==> src/rtl/bounce_engine.sv <==
// bounce_engine: frame-synchronous position update for OBJ_CNT squares reflecting off screen edges
module bounce_engine #(
  parameter int CORDW     = 12,
  parameter int H_RES     = 1280,
  parameter int V_RES     = 720,
  parameter int Q_SIZE    = 200,
  parameter int OBJ_CNT   = 4,
  parameter int FRAME_NUM = 1,
  parameter int X_STEP    = 64,
  parameter int Y_STEP    = 32
) (
  input  logic                     clk_pix,
  input  logic                     rst_pix_n,
  input  logic                     frame,
  input  logic                     en,
  input  logic [CORDW-1:0]         speed,
  output logic [OBJ_CNT*CORDW-1:0] qx,
  output logic [OBJ_CNT*CORDW-1:0] qy,
  output logic [OBJ_CNT-1:0]       qdx,
  output logic [OBJ_CNT-1:0]       qdy,
  output logic                     busy,
  output logic                     done,
  output logic                     overrun
);
  localparam int W  = CORDW + 2;
  localparam int IW = OBJ_CNT > 1 ? $clog2(OBJ_CNT) : 1;
  localparam int FW = FRAME_NUM > 1 ? $clog2(FRAME_NUM) : 1;
  typedef enum logic [1:0] {IDLE, UPDATE, DONE} state_t;
  state_t                         r_state, w_next;
  logic [OBJ_CNT-1:0][CORDW-1:0]  r_qx, r_qy;
  logic [OBJ_CNT-1:0]             r_qdx, r_qdy;
  logic [CORDW-1:0]               r_spd;
  logic [IW-1:0]                  r_idx;
  logic [FW-1:0]                  r_cnt;
  logic                           r_overrun;
  logic                           w_trig, w_last, w_ndx, w_ndy;
  logic [CORDW-1:0]               w_nx, w_ny;
  // returns {new_dir, new_pos}; sums are widened so large speeds never wrap
  function automatic logic [CORDW:0] step(input logic [CORDW-1:0] p, input logic d,
                                          input logic [CORDW-1:0] s, input int res);
    return d ? ((W'(p) < W'(s)) ? {1'b0, CORDW'(0)} : {1'b1, p - s})
             : ((W'(p) + W'(Q_SIZE) + W'(s) >= W'(res - 1)) ? {1'b1, CORDW'(res - Q_SIZE - 1)}
                                                            : {1'b0, p + s});
  endfunction
  assign {w_ndx, w_nx} = step(r_qx[r_idx], r_qdx[r_idx], r_spd, H_RES);
  assign {w_ndy, w_ny} = step(r_qy[r_idx], r_qdy[r_idx], r_spd, V_RES);
  assign w_trig  = frame && en && r_cnt == '0;
  assign w_last  = r_idx == IW'(OBJ_CNT - 1);
  assign qx      = r_qx;
  assign qy      = r_qy;
  assign qdx     = r_qdx;
  assign qdy     = r_qdy;
  assign busy    = r_state == UPDATE;
  assign done    = r_state == DONE;
  assign overrun = r_overrun;
  always_comb begin
    w_next = IDLE;
    if (r_state == IDLE && w_trig) w_next = UPDATE;
    if (r_state == UPDATE) w_next = w_last ? DONE : UPDATE;
  end
  always_ff @(posedge clk_pix) begin
    if (!rst_pix_n) begin
      r_state   <= IDLE;
      r_spd     <= '0;
      r_idx     <= '0;
      r_cnt     <= '0;
      r_overrun <= 1'b0;
      for (int i = 0; i < OBJ_CNT; i++) begin
        r_qx[i]  <= CORDW'(i * X_STEP);
        r_qy[i]  <= CORDW'(i * Y_STEP);
        r_qdx[i] <= i[0];
        r_qdy[i] <= 1'b0;
      end
    end else begin
      r_state   <= w_next;
      r_overrun <= w_trig && r_state != IDLE;
      if (frame && en) r_cnt <= (r_cnt == FW'(FRAME_NUM - 1)) ? '0 : r_cnt + 1'b1;
      if (r_state == IDLE && w_trig) begin
        r_spd <= speed;
        r_idx <= '0;
      end
      if (r_state == UPDATE) begin
        r_idx        <= w_last ? '0 : r_idx + 1'b1;
        r_qx[r_idx]  <= w_nx;
        r_qy[r_idx]  <= w_ny;
        r_qdx[r_idx] <= w_ndx;
        r_qdy[r_idx] <= w_ndy;
      end
    end
  end
endmodule

==> config.mk <==
export PLATFORM = sky130hd
export DESIGN_NAME = bounce_engine
export DESIGN_NICKNAME = d
export VERILOG_FILES = /design/src/rtl/bounce_engine.sv
export SDC_FILE = /design/constraint.sdc
export NUM_CORES = 1
export LEC_CHECK = 0
export BUFFER_PORTS_ARGS = -buffer_cell sky130_fd_sc_hd__buf_2
export CAP_MARGIN = 20
export CORE_MARGIN = 4
export CORE_UTILIZATION = 30
export CTS_CLUSTER_DIAMETER = 40
export DETAILED_ROUTE_END_ITERATION = 10
export PLACE_DENSITY = 0.49
export SLEW_MARGIN = 20
export SYNTH_ARGS = -nofsm -noshare
export SYNTH_HDL_FRONTEND = slang
export SYNTH_SLANG_ARGS = --single-unit
==> constraint.sdc <==
create_clock -name clk_pix -period 5.9 [get_ports clk_pix]
set_input_delay 0.295 -clock clk_pix [delete_from_list [all_inputs] [get_ports clk_pix]]
set_output_delay 0.295 -clock clk_pix [all_outputs]
set_load 0.005 [all_outputs]
==> results.txt <==
- Status: finished, final reports clean
- Subtracting the final worst setup slack from the clock period gives 5.11 ns.
- Synth Instances: 1001
- TritonCTS buffer count: 17
- Unique cell type count in the Yosys netlist: 69
- Worst VDD drop: 0.187 mV
- Slowest cell on the critical path: sky130_fd_sc_hd__dfxtp_2
* Post-CTS setup repair buffer count: 0
- Required arrival time at the worst endpoint: 6.22 ns
* R2r endpoint: qy[8]
- Max Slew Vio Count: 0
* Cell leakage power: 4.46 nW
- The critical path is of the flop to flop type.
* Cell accounting for the most synthesized area: sky130_fd_sc_hd__dfxtp_1
* Vias post-DR: 8141
- The number of buffers and inverters on the critical path is 1.
- Syn Nets: 1119
* Clock Sink Count: 121
* Level count of the clock H-tree: 4
* Fmax achieved: 196 MHz
- Maximum single-stage delay on the critical path: 0.78 ns
- After detailed routing, the number of remaining DRC violations is 0.
- Proportion of netlist area held by the largest area contributor: 0.282
- Max Buffers Root-to-Sink: 2
- Buffer type at the clock tree root: sky130_fd_sc_hd__clkbuf_16
* Hold-fix buffers, CTS: 0
- I/O pins: 123
- Worst clock skew: 0.0112 ns
* Worst EP arrival: 5.43 ns
- FFs w/ async S/R, synth: 0
* Type of the tightest min-delay check: input port to flop
- The number of placed instances, taps included, is 1462.
- Of all nets on the critical path, the largest fanout is 22.
- Sequence of cells on the critical path: mux4_2 > ha_1 > inv_1 > ha_1 > fa_1 > nor2b_1 > o21a_1 > or2_2 > and4_1 > o32ai_1 > nand4_1 > o221a_2 > o32ai_1
* Core Rows: 61
- RSZ-0062 raised after global routing: false
* Count of flip-flops with a built-in enable after synthesis: 0
* Part of the power in registers: 0.308
- Share of layout cells above drive strength 1: 0.188
- Number of cells on the worst hold path: 3
* Global-route total usage across every layer: 0.202
* Clock input transition at the sequential cells of the worst setup and hold paths: 0.07 ns
- Detailed-routing iteration count for the pre-antenna-repair pass: 7
* Number of synthesized register bits: 121
- Area enclosed by the die boundary: 31400 µm²
- Hold Path End: r_spd[9]
- Of the total power, the clock network draws 0.421.
- Wirelength per Cell: 21.4 µm
* Area delta synth->final: 18.9%
- Total negative slack: 0 ns
- Leaving out fill and tap cells, the most frequent cell in the layout is sky130_fd_sc_hd__buf_2.
* Detailed Route WL: 31900 µm
- The region available for standard cell placement spans 28000 µm².
* Total of max-cap violations: 0
- Ranked by total cell area, the synthesized netlist is headed by sky130_fd_sc_hd__dfxtp_1 28%, sky130_fd_sc_hd__ha_1 12%, sky130_fd_sc_hd__mux4_2 6.5%, sky130_fd_sc_hd__a21oi_1 5.6%, sky130_fd_sc_hd__o21ai_0 5.6%.
* Proportion of synthesized chip area in sequential cells: 0.282
* P per Cell Area: 277 nW/µm²
* Hold path startpoint: speed[9]
- After the last flow step, the layout net total stands at 1221.
- Initial antenna violation count: 0
* Pin slew with the least headroom to its limit: 1.06 ns
* Global-route wire length before repair: 48700 µm
- Vias in the first global route: 7834
- IO Port Bufs: 122
- Each instance of the synthesized netlist takes up on average 8.59 µm².
* Total number of yosys warnings: 0
- The finished layout holds 1494 standard cells, fillers aside.
* Initial core utilization: 0.307
- The HPWL after detailed placement is 24400 µm.
- The startpoint identified for the worst register-to-register timing path is r_idx[1].
* Fraction of the core area covered by cells at the end of the flow: 0.365
* Detail-routed via count per cell: 5.45
* Share of power burned in combinational logic: 0.271
- Final count of hold timing violations: 0
- Worst-skew pair later-pin latency: 0.43 ns
- On the critical path the largest part of the delay comes from compound AO/OA/AOI/OAI gates.
- Capturing element type of the critical path: flop
- Overflow after GRT: 0
- Fraction of power spent switching nets: 0.351
- The worst register-to-register path has a depth of 13.
- Switch Pwr: 0.995 mW
- Commonest register cell after synthesis: sky130_fd_sc_hd__dfxtp_1
- Die Y: 177 µm
- On the final layout, the worst hold slack is 0.132 ns.
* Iter 0 DRT Violations: 680
- The die is 177 µm wide.
* Final Cycle Share: 0.866
- R2R setup slack: 0.79 ns
* TritonCTS clock tree: built
- Total standard cell area after synthesis: 8600 µm²
- Number of antenna repair diodes: 0
- Setup violations remaining at the end of the flow were counted as 0.
* Worst setup SP type: flop
- Pint: 1.84 mW
- The count of nets left with antenna violations once routing finished came out at 0.
- Largest net degree at the start of global routing: 76
* Total of cells resized after clock tree synthesis: 0
- The worst pin sits at a relative slew slack of 0.294.
- Commonest cells after routing, fill and taps aside: 121 x sky130_fd_sc_hd__buf_2, 119 x sky130_fd_sc_hd__dfxtp_1, 96 x sky130_fd_sc_hd__a21oi_1, 96 x sky130_fd_sc_hd__o21ai_0, 84 x sky130_fd_sc_hd__ha_1
* Placer's final routability congestion estimate: 0.916
==> kinds of logic after synthesis <==
family	Yosys count	synth area share
fa+ha+maj	103	0.165
mux	32	0.0739
buf+inv	128	0.0560
xor+xnor	24	0.0244
simple gates	252	0.146
flops	121	0.282
compound gates	341	0.252
==> final cells by class <==
class                   count  area, µm²
clock buffers              18        429
clock inverters            14        211
fillers                  2928      17800
inverters                  80        300
multi-input cells         752       5700
flip-flops and latches    121       2420
well taps                 378        473
repair buffers            131        693
==> tightest hold or removal path: stages <==
cell                       delay (ns)
sky130_fd_sc_hd__buf_2           0.10
sky130_fd_sc_hd__nand2_1         0.05
sky130_fd_sc_hd__a21boi_0        0.06
==> layer usage <==
layer  up-vias  track usage  routed length [µm]
met5         -            0                   0
met4         0       0.0519                 607
met3        40       0.0369                2010
met2       284        0.300               13800
met1      3975        0.300               15500
li1       3842            -                   -
==> cells in the mapped netlist, types with 3 or more instances <==
master                      number
sky130_fd_sc_hd__o21bai_1        6
sky130_fd_sc_hd__nand2_1        65
sky130_fd_sc_hd__nor3_1         13
sky130_fd_sc_hd__o31ai_1        19
sky130_fd_sc_hd__o22ai_1         6
sky130_fd_sc_hd__a41oi_1         5
sky130_fd_sc_hd__ha_1           84
sky130_fd_sc_hd__o21a_1         10
sky130_fd_sc_hd__fa_1           18
sky130_fd_sc_hd__a211oi_1        8
sky130_fd_sc_hd__and2_1          9
sky130_fd_sc_hd__a21boi_0       16
sky130_fd_sc_hd__nand2b_1        9
sky130_fd_sc_hd__a31oi_1         5
sky130_fd_sc_hd__dfxtp_1       121
sky130_fd_sc_hd__inv_1          79
sky130_fd_sc_hd__clkbuf_1       43
sky130_fd_sc_hd__nor3b_1         5
sky130_fd_sc_hd__xnor2_1        16
sky130_fd_sc_hd__a221oi_1        5
sky130_fd_sc_hd__or3_1           7
sky130_fd_sc_hd__a22oi_1         8
sky130_fd_sc_hd__mux4_2         25
sky130_fd_sc_hd__xor2_1          8
sky130_fd_sc_hd__o32ai_1         7
sky130_fd_sc_hd__or4_1           3
sky130_fd_sc_hd__a221o_1         5
sky130_fd_sc_hd__o211a_1         3
sky130_fd_sc_hd__or2_2           9
sky130_fd_sc_hd__o21ai_0        96
sky130_fd_sc_hd__buf_1           4
sky130_fd_sc_hd__nor4_1          6
sky130_fd_sc_hd__a21o_1         10
sky130_fd_sc_hd__nor2_1         51
sky130_fd_sc_hd__o221ai_1        3
sky130_fd_sc_hd__o2111ai_1       4
sky130_fd_sc_hd__and3_1          4
sky130_fd_sc_hd__nand3_1        42
sky130_fd_sc_hd__a21oi_1        96
sky130_fd_sc_hd__nor2b_1        20
sky130_fd_sc_hd__mux2i_1         5
==> stage by stage <==
step	total power, mW	setup slack [ns]	area, µm²
after CTS	2.83	0.841	10200
after global routing	2.94	0.427	10200
final	2.83	0.791	10200
after global placement	1.64	0.911	9590
after detailed placement	1.64	0.862	9590
after floorplan	1.40	0.871	8600
==> registers in the layout, summed over array words and instances, names as in the netlist <==
| name | flops |
|---|---|
| overrun | 1 |
| qdx | 4 |
| r_spd | 12 |
| r_state | 2 |
| qx | 48 |
| qdy | 4 |
| qy | 48 |
| r_idx | 2 |
==> how the worst max path moves through the flow <==
stage          startpoint     end  cells past startpoint
2_1_floorplan    r_idx[1]  qx[11]                     18
3_3_place_gp     r_idx[1]  qy[36]                     14
3_5_place_dp     r_idx[1]   qy[8]                     13
4_1_cts          r_idx[1]   qy[8]                     13
5_1_grt          r_idx[1]   qy[8]                     13
6_report         r_idx[1]   qy[8]                     13
==> power by group through the flow <==
stage	clock network [mW]	registers (mW)	logic, mW
after floorplan	0	0.875	0.522
after global placement	0	0.890	0.754
after detailed placement	0	0.889	0.750
after CTS	1.20	0.871	0.756
after global routing	1.23	0.874	0.839
final	1.19	0.871	0.768
No activity file was read; power rests on OpenSTA's default activity.
